==> src/rtl/bbox_issue_arb_if.sv <==
// Bundle of request, datapath and response signals between the personality queues,
// the issue arbiter and the shared bbox_wrap datapath.
interface bbox_issue_arb_if #(
    parameter int NREQ = 4
);
    logic [NREQ-1:0]            req_valid;
    logic [NREQ-1:0]            req_ready;
    logic [NREQ*12-1:0]         req_arc0;
    logic [NREQ*64-1:0]         req_scalar;
    logic [NREQ*64-1:0]         req_va;
    logic [NREQ*64-1:0]         req_vb;

    logic [11:0]                dp_arc0;
    logic [63:0]                dp_scalar;
    logic [63:0]                dp_va;
    logic [63:0]                dp_vb;
    logic [63:0]                dp_vt;
    logic                       dp_vm;

    logic                       rsp_valid;
    logic                       rsp_ready;
    logic [$clog2(NREQ)-1:0]    rsp_tag;
    logic [63:0]                rsp_vt;
    logic                       rsp_vm;
    logic                       idle;

    modport slave (
        input  req_valid, req_arc0, req_scalar, req_va, req_vb,
        input  dp_vt, dp_vm, rsp_ready,
        output req_ready, dp_arc0, dp_scalar, dp_va, dp_vb,
        output rsp_valid, rsp_tag, rsp_vt, rsp_vm, idle
    );

    modport master (
        output req_valid, req_arc0, req_scalar, req_va, req_vb,
        output dp_vt, dp_vm, rsp_ready,
        input  req_ready, dp_arc0, dp_scalar, dp_va, dp_vb,
        input  rsp_valid, rsp_tag, rsp_vt, rsp_vm, idle
    );
endinterface

==> src/rtl/bbox_issue_arb.sv <==
// Round-robin issue controller for one shared bbox_wrap datapath: issues one instruction
// per clock, tracks it through the fixed-latency pipe and returns results in order.
module bbox_issue_arb #(
    parameter int NREQ     = 4,
    parameter int PIPE_LAT = 8,
    parameter int CRED     = 8
) (
    input  logic             intfClk1x,
    input  logic             reset_n,
    bbox_issue_arb_if.slave  bus
);
    localparam int TAGW = $clog2(NREQ);
    localparam int CNTW = $clog2(CRED + 1);
    localparam int AW   = $clog2(CRED);

    logic [TAGW-1:0]  r_rrPtr;
    logic [CNTW-1:0]  r_cnt;
    logic [PIPE_LAT:0] r_vp;
    logic [TAGW-1:0]  r_tp [PIPE_LAT+1];

    logic [11:0]      r_dpArc0;
    logic [63:0]      r_dpScalar;
    logic [63:0]      r_dpVa;
    logic [63:0]      r_dpVb;

    logic [AW:0]      r_wrPtr;
    logic [AW:0]      r_rdPtr;
    logic [TAGW-1:0]  r_fifoTag [CRED];
    logic [63:0]      r_fifoVt  [CRED];
    logic [CRED-1:0]  r_fifoVm;

    int               w_scan;
    logic [TAGW-1:0]  w_scanIdx;
    logic             w_found;
    logic [TAGW-1:0]  w_grantIdx;
    logic [NREQ-1:0]  w_grant;
    logic             w_grantAny;
    logic             w_issueOk;
    logic             w_rspValid;
    logic             w_pop;
    logic             w_push;

    logic [11:0]      w_selArc0;
    logic [63:0]      w_selScalar;
    logic [63:0]      w_selVa;
    logic [63:0]      w_selVb;

    assign w_issueOk  = (r_cnt < CNTW'(CRED));
    assign w_rspValid = (r_wrPtr != r_rdPtr);
    assign w_pop      = w_rspValid & bus.rsp_ready;
    assign w_push     = r_vp[PIPE_LAT];
    assign w_grantAny = |w_grant;

    // First valid requester at or after the round-robin pointer, wrapping around.
    always_comb begin
        w_found    = 1'b0;
        w_grantIdx = '0;
        w_scan     = 0;
        w_scanIdx  = '0;
        for (int k = 0; k < NREQ; k++) begin
            w_scan    = (int'(r_rrPtr) + k) % NREQ;
            w_scanIdx = TAGW'(w_scan);
            if (!w_found && bus.req_valid[w_scanIdx]) begin
                w_found    = 1'b1;
                w_grantIdx = w_scanIdx;
            end
        end
    end

    always_comb begin
        w_grant = '0;
        if (reset_n && w_found && w_issueOk) begin
            w_grant[w_grantIdx] = 1'b1;
        end
    end

    always_comb begin
        w_selArc0   = '0;
        w_selScalar = '0;
        w_selVa     = '0;
        w_selVb     = '0;
        for (int k = 0; k < NREQ; k++) begin
            if (w_grantIdx == TAGW'(k)) begin
                w_selArc0   = bus.req_arc0[12*k +: 12];
                w_selScalar = bus.req_scalar[64*k +: 64];
                w_selVa     = bus.req_va[64*k +: 64];
                w_selVb     = bus.req_vb[64*k +: 64];
            end
        end
    end

    // Datapath operands: granted fields, or an all-zero bubble when nothing issues.
    always_ff @(posedge intfClk1x or negedge reset_n) begin
        if (!reset_n) begin
            r_dpArc0   <= '0;
            r_dpScalar <= '0;
            r_dpVa     <= '0;
            r_dpVb     <= '0;
        end else if (w_grantAny) begin
            r_dpArc0   <= w_selArc0;
            r_dpScalar <= w_selScalar;
            r_dpVa     <= w_selVa;
            r_dpVb     <= w_selVb;
        end else begin
            r_dpArc0   <= '0;
            r_dpScalar <= '0;
            r_dpVa     <= '0;
            r_dpVb     <= '0;
        end
    end

    always_ff @(posedge intfClk1x or negedge reset_n) begin
        if (!reset_n) begin
            r_rrPtr <= '0;
        end else if (w_grantAny) begin
            r_rrPtr <= (w_grantIdx == TAGW'(NREQ - 1)) ? '0 : w_grantIdx + 1'b1;
        end
    end

    // Valid/tag shadow of the datapath pipe; bubbles carry vp=0 and are never captured.
    always_ff @(posedge intfClk1x or negedge reset_n) begin
        if (!reset_n) begin
            r_vp <= '0;
            for (int k = 0; k <= PIPE_LAT; k++) begin
                r_tp[k] <= '0;
            end
        end else begin
            r_vp    <= {r_vp[PIPE_LAT-1:0], w_grantAny};
            r_tp[0] <= w_grantAny ? w_grantIdx : '0;
            for (int k = 1; k <= PIPE_LAT; k++) begin
                r_tp[k] <= r_tp[k-1];
            end
        end
    end

    always_ff @(posedge intfClk1x or negedge reset_n) begin
        if (!reset_n) begin
            r_cnt <= '0;
        end else begin
            case ({w_grantAny, w_pop})
                2'b10:   r_cnt <= r_cnt + 1'b1;
                2'b01:   r_cnt <= r_cnt - 1'b1;
                default: r_cnt <= r_cnt;
            endcase
        end
    end

    always_ff @(posedge intfClk1x or negedge reset_n) begin
        if (!reset_n) begin
            r_wrPtr <= '0;
            r_rdPtr <= '0;
        end else begin
            if (w_push) begin
                r_wrPtr <= r_wrPtr + 1'b1;
            end
            if (w_pop) begin
                r_rdPtr <= r_rdPtr + 1'b1;
            end
        end
    end

    // Storage needs no reset: contents are only visible between the pointers.
    always_ff @(posedge intfClk1x) begin
        if (w_push) begin
            r_fifoTag[r_wrPtr[AW-1:0]] <= r_tp[PIPE_LAT];
            r_fifoVt[r_wrPtr[AW-1:0]]  <= bus.dp_vt;
            r_fifoVm[r_wrPtr[AW-1:0]]  <= bus.dp_vm;
        end
    end

    assign bus.req_ready = w_grant;
    assign bus.dp_arc0   = r_dpArc0;
    assign bus.dp_scalar = r_dpScalar;
    assign bus.dp_va     = r_dpVa;
    assign bus.dp_vb     = r_dpVb;

    assign bus.rsp_valid = w_rspValid;
    assign bus.rsp_tag   = w_rspValid ? r_fifoTag[r_rdPtr[AW-1:0]] : '0;
    assign bus.rsp_vt    = w_rspValid ? r_fifoVt[r_rdPtr[AW-1:0]] : '0;
    assign bus.rsp_vm    = w_rspValid ? r_fifoVm[r_rdPtr[AW-1:0]] : 1'b0;
    assign bus.idle      = (r_cnt == '0);
endmodule
==> src/flat_wrapper.sv <==
// flat-port wrapper written by rule: the top's interface ports become plain ports
module bbox_issue_arb_flat 
#(
    parameter int NREQ     = 4,
    parameter int PIPE_LAT = 8,
    parameter int CRED     = 8
)
  (intfClk1x, reset_n, bus_req_valid, bus_req_arc0, bus_req_scalar, bus_req_va, bus_req_vb, bus_dp_vt, bus_dp_vm, bus_rsp_ready, bus_req_ready, bus_dp_arc0, bus_dp_scalar, bus_dp_va, bus_dp_vb, bus_rsp_valid, bus_rsp_tag, bus_rsp_vt, bus_rsp_vm, bus_idle);
  bbox_issue_arb_if #(.NREQ(NREQ)) bus_i ();
  input  logic intfClk1x;
  input  logic reset_n;
  input wire logic [$bits(bus_i.req_valid)-1:0] bus_req_valid;
  input wire logic [$bits(bus_i.req_arc0)-1:0] bus_req_arc0;
  input wire logic [$bits(bus_i.req_scalar)-1:0] bus_req_scalar;
  input wire logic [$bits(bus_i.req_va)-1:0] bus_req_va;
  input wire logic [$bits(bus_i.req_vb)-1:0] bus_req_vb;
  input wire logic [$bits(bus_i.dp_vt)-1:0] bus_dp_vt;
  input wire logic [$bits(bus_i.dp_vm)-1:0] bus_dp_vm;
  input wire logic [$bits(bus_i.rsp_ready)-1:0] bus_rsp_ready;
  output wire logic [$bits(bus_i.req_ready)-1:0] bus_req_ready;
  output wire logic [$bits(bus_i.dp_arc0)-1:0] bus_dp_arc0;
  output wire logic [$bits(bus_i.dp_scalar)-1:0] bus_dp_scalar;
  output wire logic [$bits(bus_i.dp_va)-1:0] bus_dp_va;
  output wire logic [$bits(bus_i.dp_vb)-1:0] bus_dp_vb;
  output wire logic [$bits(bus_i.rsp_valid)-1:0] bus_rsp_valid;
  output wire logic [$bits(bus_i.rsp_tag)-1:0] bus_rsp_tag;
  output wire logic [$bits(bus_i.rsp_vt)-1:0] bus_rsp_vt;
  output wire logic [$bits(bus_i.rsp_vm)-1:0] bus_rsp_vm;
  output wire logic [$bits(bus_i.idle)-1:0] bus_idle;
  assign bus_i.req_valid = bus_req_valid;
  assign bus_i.req_arc0 = bus_req_arc0;
  assign bus_i.req_scalar = bus_req_scalar;
  assign bus_i.req_va = bus_req_va;
  assign bus_i.req_vb = bus_req_vb;
  assign bus_i.dp_vt = bus_dp_vt;
  assign bus_i.dp_vm = bus_dp_vm;
  assign bus_i.rsp_ready = bus_rsp_ready;
  assign bus_req_ready = bus_i.req_ready;
  assign bus_dp_arc0 = bus_i.dp_arc0;
  assign bus_dp_scalar = bus_i.dp_scalar;
  assign bus_dp_va = bus_i.dp_va;
  assign bus_dp_vb = bus_i.dp_vb;
  assign bus_rsp_valid = bus_i.rsp_valid;
  assign bus_rsp_tag = bus_i.rsp_tag;
  assign bus_rsp_vt = bus_i.rsp_vt;
  assign bus_rsp_vm = bus_i.rsp_vm;
  assign bus_idle = bus_i.idle;
  bbox_issue_arb #(.NREQ(NREQ), .PIPE_LAT(PIPE_LAT), .CRED(CRED)) u_core (.intfClk1x(intfClk1x), .reset_n(reset_n), .bus(bus_i));
endmodule
==> config.mk <==
export PLATFORM = sky130hd
export DESIGN_NAME = bbox_issue_arb_flat
export DESIGN_NICKNAME = d
export VERILOG_FILES = /design/src/rtl/bbox_issue_arb_if.sv /design/src/rtl/bbox_issue_arb.sv /design/src/flat_wrapper.sv
export SDC_FILE = /design/constraint.sdc
export NUM_CORES = 1
export LEC_CHECK = 0
export ABC_CLOCK_PERIOD_IN_PS = 5600
export CORE_AREA = 2 2 460 462
export CTS_BUF_LIST = sky130_fd_sc_hd__clkbuf_4
export CTS_CLUSTER_SIZE = 25
export DETAILED_ROUTE_END_ITERATION = 8
export DIE_AREA = 0 0 462 464
export GPL_TIMING_DRIVEN = 0
export HOLD_SLACK_MARGIN = 0.12
export REMOVE_ABC_BUFFERS = 1
export SETUP_SLACK_MARGIN = 0.4
export SLEW_MARGIN = 10
export SYNTH_ARGS = -nofsm -noshare
export SYNTH_HDL_FRONTEND = slang
export SYNTH_SLANG_ARGS = --single-unit
==> constraint.sdc <==
create_clock -name intfClk1x -period 5.6 [get_ports intfClk1x]
set_input_delay 0.84 -clock intfClk1x [delete_from_list [all_inputs] [get_ports intfClk1x]]
set_output_delay 0.84 -clock intfClk1x [all_outputs]
set_load 0.005 [all_outputs]
After elaboration in Yosys (flattened, before gate mapping)
Memories as Yosys holds them, arrays and structs flattened.
Cells that the tools add are included.

word-level totals
  flip-flop bits (word level) = 253
  bits in latches = 0
  memory bits (writable) = 528
  ROM bits = 0
  input port bits = 888
  logic and storage cells = 112
  memories kept = 2

memories
  name              depth  bits a word  rd ports  clocked after Yosys merged registers in  write ports  RTL line              text
  u_core.r_fifoVt   8      64           1         0                                        1            bbox_issue_arb.sv:29  logic [63:0] r_fifoVt [CRED];
  u_core.r_fifoTag  8      2            1         0                                        1            bbox_issue_arb.sv:28  logic [TAGW-1:0] r_fifoTag [CRED];

operators by class
  add/subtract/negate cells = 8
  $mul = 0
  div/mod/pow operators = 0
  $lt $le $gt $ge = 10
  equal/unequal tests = 6
  shift-type cells = 0
  mux-type cells = 52
  bitwise operators = 1
  reduce and logical (&&, ||, !) cells = 14

operators with widths
  kind                   number
  $mux W64               16
  $mux W12               5
  $lt A2 B3 Y1 const B   5
  $mux W1                14
  $mux W2                7
  $add A4 B1 Y4 const B  3
  $bmux W1 S2            4
  $bwmux W8              1
  $lt A3 B4 Y1 const B   2
  $pmux W4 S2            1
  $logic_and A1 B1 Y1    7
  $eq A2 B2 Y1 const B   3
  $add A2 B1 Y2 const B  2
  $add A2 B2 Y2 const B  2
  $eq A2 B1 Y1 const B   2
  $logic_not A4 Y1       1
  $lt A4 B4 Y1 const B   1
  $mux W4                1
  $ne A4 B4 Y1           1
  $reduce_or A4 Y1       1
  $sub A4 B1 Y4 const B  1
  $bmux W1 S3            1
  $demux W1 S3           1
  $ge A3 B1 Y1 const B   1
  other kinds (6)        8

Logic depth before layout (Yosys ltp)
  depth after elaboration = 20
  mapped depth = 17
  mapped depth without buffers = 13

Worst setup path before layout
No wires, ideal clock.

  kind = register to register
  start = register u_core.r_wrPtr[2]
  end = memory u_core.r_fifoTag[0][0] (netlist bit) (enable)
  arrival time = 5.149 ns
  required time = 5.026 ns
  path slack = -0.124 ns
  cell stages (with the launch flop) = 3
  period minus slack after synthesis = 5.724 ns
  cells stage by stage = dfrtp_1 nand2b_1 nor3_1

RTL lines
  what                    RTL line               text
  from (decl)             bbox_issue_arb.sv:26   logic [AW:0] r_wrPtr;
  from (signal assigned)  bbox_issue_arb.sv:154  r_wrPtr <= r_wrPtr + 1'b1;
  to (decl)               bbox_issue_arb.sv:28

No word-level cell before the write port.

Final worst setup path
  start = register u_core.r_rdPtr[1]
  end = output bus_rsp_vt[35]

between the ends
  word-level cells in the longest chain between the ends = 2
  elaborated cells between the ends (all ways) = 3
  those cells by class = 1 x eq/ne; 1 x mux; 1 x memory

RTL lines
  what                                                   RTL line               text
  from (decl)                                            bbox_issue_arb.sv:27   logic [AW:0] r_rdPtr;
  from (signal assigned)                                 bbox_issue_arb.sv:157  r_rdPtr <= r_rdPtr + 1'b1;
  $mem_v2 Z8 W64 / $ne A4 B4 Y1 (equally long branches)  -
  $mux W64 *                                             bbox_issue_arb.sv:179  assign bus.rsp_vt = w_rspValid ? r_fifoVt[r_rdPtr[AW-1:0]] : '0;
  to (decl)                                              flat_wrapper.sv:27     output wire logic [$bits(bus_i.rsp_vt)-1:0] bus_rsp_vt;

Every way passes the cells marked *; elsewhere a longest branch is shown, timed or not.

==> flow_summary.json <==
{
  "core_um2": 209000,
  "endpoint_kind": "primary output",
  "fin_crit_sh_pct": 87.2,
  "grt_pass1_vias": 30600,
  "overflow": 0,
  "cts_made_buffers": 215,
  "drive_gt1_share_pct": 13.5,
  "status": "complete, no violations",
  "dp_slack_ns": -0.379,
  "syn_inst": 2780,
  "yosysSeqAreaShare_pct": 64.1,
  "drt_iter0_drc": 2261,
  "slew_violations": 0,
  "ir_drop_mv": 0.364,
  "hold_viol": 0,
  "crit_slowest_cell": "dfrtp_4",
  "crit_path_cell_trace": "xor2_1 > nor4_4 > buf_6 > buf_6 > buf_6 > buf_8 > buf_6 > nor2_1 > clkdlybuf4s50_1",
  "timing.fmax_mhz": 205,
  "ys_warn_count": 0,
  "vias": 30000,
  "setup_violations": 0,
  "first_pass_iters": 6,
  "synth_top_area_share_pct": 46.4,
  "initial_core_util_pct": 16.6,
  "io_pins": 1165,
  "routed_wl_um": 183000,
  "gp_congestion": 0.996,
  "slew_headroom_pct": 24.7,
  "ys_seq_elements": 781,
  "rsz0062_at_grt": "no",
  "dp_hpwl_um": 145000,
  "crit_required_ns": 4.76,
  "core.rowCount": 168,
  "syn_avg_cell_area_um2": 12.5,
  "clock_skew_ns": 0.120,
  "drv_cap": 0,
  "crit_path_start_kind": "flop",
  "wire_per_inst_um": 25.1,
  "crit_type": "reg -> out",
  "fin_nets": 5164,
  "cts_tree": "done",
  "cpMostUsedCell": "buf_6",
  "final-instance-count-excl-fill": 7296,
  "ctsHtreeMaxLevel": 4,
  "synth_top_area_cell": "edfxtp_1",
  "cts.sinks": 781,
  "dp.cells": 6622,
  "drc": 0,
  "syn2layout_area_growth_pct": 61.9,
  "total_leakage_power_nw": 20.8,
  "die_w_um": 462,
  "worstHoldPathType": "reg -> reg",
  "root_buffer": "clkbuf_4",
  "power_density_nw_per_um2": 445,
  "track_usage_pct": 16.5,
  "clk_latency_ns": 1.27,
  "synth_area_um2": 34700,
  "grt_pass1_wl_um": 244000,
  "antenna_found_initial": 92,
  "portBuffers": 1164,
  "grt_max_degree": 89,
  "clk_path_buf_depth": 3,
  "tightestPinTransition_ns": 1.12,
  "die_h_um": 464,
  "path_clk_slew_ns": 0.06,
  "max_stage_delay_ns": 0.93,
  "crit_fanout": 42,
  "final_antenna_net_count": 0,
  "die_area_um2": 214000,
  "cp.arrival_ns": 4.04,
  "fin_crit_ns": 4.88,
  "synth_cell_type_count": 37,
  "fin_ws_ns": 0.718,
  "synth.area.top_cells": "edfxtp_1 46%, dfrtp_1 18%, mux4_2 8.7%, a21oi_1 5.9%, a22oi_1 4.3%",
  "via_per_inst": 4.11
}
-- metal layers --
| layer | up-vias | GRT usage, % | part of all wire (%) |
|---|---|---|---|
| met2 | 1446 | 28.8 | 51 |
| met1 | 14900 | 17.9 | 36 |
| met3 | 339 | 4.72 | 7.8 |
| li1 | 13300 | - | - |
| met4 | 16 | 8.88 | 5.1 |
| met5 | - | 0 | 0.069 |
-- cell usage after synthesis --
cell / number
edfxtp_1: 536
a21oi_1: 406
nor2_1: 279
dfrtp_1: 245
nand2_1: 210
inv_1: 208
o21ai_0: 201
a22oi_1: 200
mux4_2: 134
clkbuf_1: 126
mux2i_1: 68
buf_2: 47
buf_1: 33
buf_4: 22
xor2_1: 13
ha_1: 9
a211o_1: 4
a221oi_1: 4
and2_1: 4
mux2_2: 4
nand2b_1: 4
nor2b_1: 3
nor3_1: 2
nor4_1: 2
nor4bb_1: 2
o22ai_1: 2
xnor2_1: 2
a21boi_0: 1
inv_2: 1
mux2_1: 1
nand3_1: 1
nand3b_1: 1
nand4_1: 1
nor3b_2: 1
nor4_4: 1
o221ai_1: 1
o41ai_2: 1
-- stage by stage --
step                hold WS (ns)  cell area, um2  setup TNS, ns  total power [mW]  utilization (%)
floorplan                  0.331           33700       -3375.82              14.1                -
global placement           0.332           48800              -              18.9             23.3
detailed placement         0.335           50800          -6.04              19.4             24.3
CTS                        0.120           55900              0              25.5             26.7
global route               0.179           56100              0              26.5             26.8
finish                     0.344           56100              0              25.0             26.8
-- cell type report --
cell class	instances	area, um2
antenna	58	145
timing repair buffer	1498	15900
inverter	209	785
clock inverter	76	460
tap	2805	3510
multi-input combinational	1562	10800
clock buffer	307	2300
fill	21800	153000
sequential	781	22200
-- cells in the final DEF (no fill, tap or decap), types with 5 or more instances in the layout --
| cell | count |
|---|---|
| a21oi_1 | 406 |
| a22oi_1 | 200 |
| buf_12 | 11 |
| buf_16 | 41 |
| buf_4 | 16 |
| buf_6 | 29 |
| buf_8 | 8 |
| clkbuf_4 | 307 |
| clkdlybuf4s50_1 | 1163 |
| clkinv_1 | 52 |
| clkinv_2 | 9 |
| dfrtp_1 | 242 |
| diode_2 | 58 |
| dlygate4sd3_1 | 230 |
| edfxtp_1 | 536 |
| ha_1 | 5 |
| inv_1 | 208 |
| mux2i_1 | 68 |
| mux4_2 | 134 |
| nand2_1 | 210 |
| nor2_1 | 273 |
| nor2_4 | 6 |
| o21ai_0 | 195 |
| xor2_1 | 13 |
-- where the power goes --
part | switching, mW | leakage (nW) | internal, mW
clock network | 2.65 | 1.63 | 2.64
logic | 6.55 | 11.0 | 5.70
registers | 0.392 | 8.16 | 7.04
total | 9.60 | 20.8 | 15.4
-- kinds of logic after synthesis --
| family | Yosys count | synth area share [%] |
|---|---|---|
| and+or+nand+nor | 511 | 5.77 |
| DFF | 781 | 64.1 |
| AOI/OAI and AO/OA | 820 | 13.4 |
| muxes | 207 | 10.8 |
| adders and majority gates | 9 | 0.325 |
| buffers and inverters | 437 | 5.14 |
| xor gates and xnor gates | 15 | 0.379 |
-- what timing repair did --
action,in CTS,in global routing
endpoints found under the hold margin,378,0
setup endpoints to repair,47,12
setup buffers,2,0
hold buffers,231,0
pin swaps,1,0
resized for setup,0,2
-- registers in the layout (all words and copies together) (netlist names) --
name and cells:
u_core.r_fifoTag 16, u_core.bus.dp_scalar 64, u_core.r_cnt 4, u_core.r_fifoVt 512, u_core.r_vp 9, u_core.r_rdPtr 4
u_core.bus.dp_arc0 12, u_core.r_wrPtr 4, u_core.bus.dp_va 64, u_core.bus.dp_vb 64, u_core.r_tp 18, u_core.r_rrPtr 2
u_core.r_fifoVm 8
-- worst max-delay path, delay by kind of cell (launching register included) --
kind | cells | cell delay (ns)
XOR/XNOR | 1 | 0.31
buffers and inverters | 6 | 1.31
AND/OR/NAND/NOR | 2 | 0.32
flip-flops | 1 | 0.93
-- worst paths after layout --
path / startpoint / endpoint / slack, ns / cells after the start
setup / recovery: u_core.r_rdPtr[1] / bus_rsp_vt[35] / 0.72 / 9
hold / removal: u_core.r_tp[9] / u_core.r_tp[7] / 0.34 / 0
setup reg to reg: u_core.r_rrPtr[0] / u_core.bus.dp_va[28] / 0.84 / 20
hold reg to reg: u_core.r_tp[9] / u_core.r_tp[7] / 0.34 / 0
max in group asynchronous: reset_n / u_core.bus.dp_scalar[60] / 3.52 / 6
min in group asynchronous: reset_n / u_core.bus.dp_va[31] / 0.74 / 4
Power figures use the tool's default switching activity.
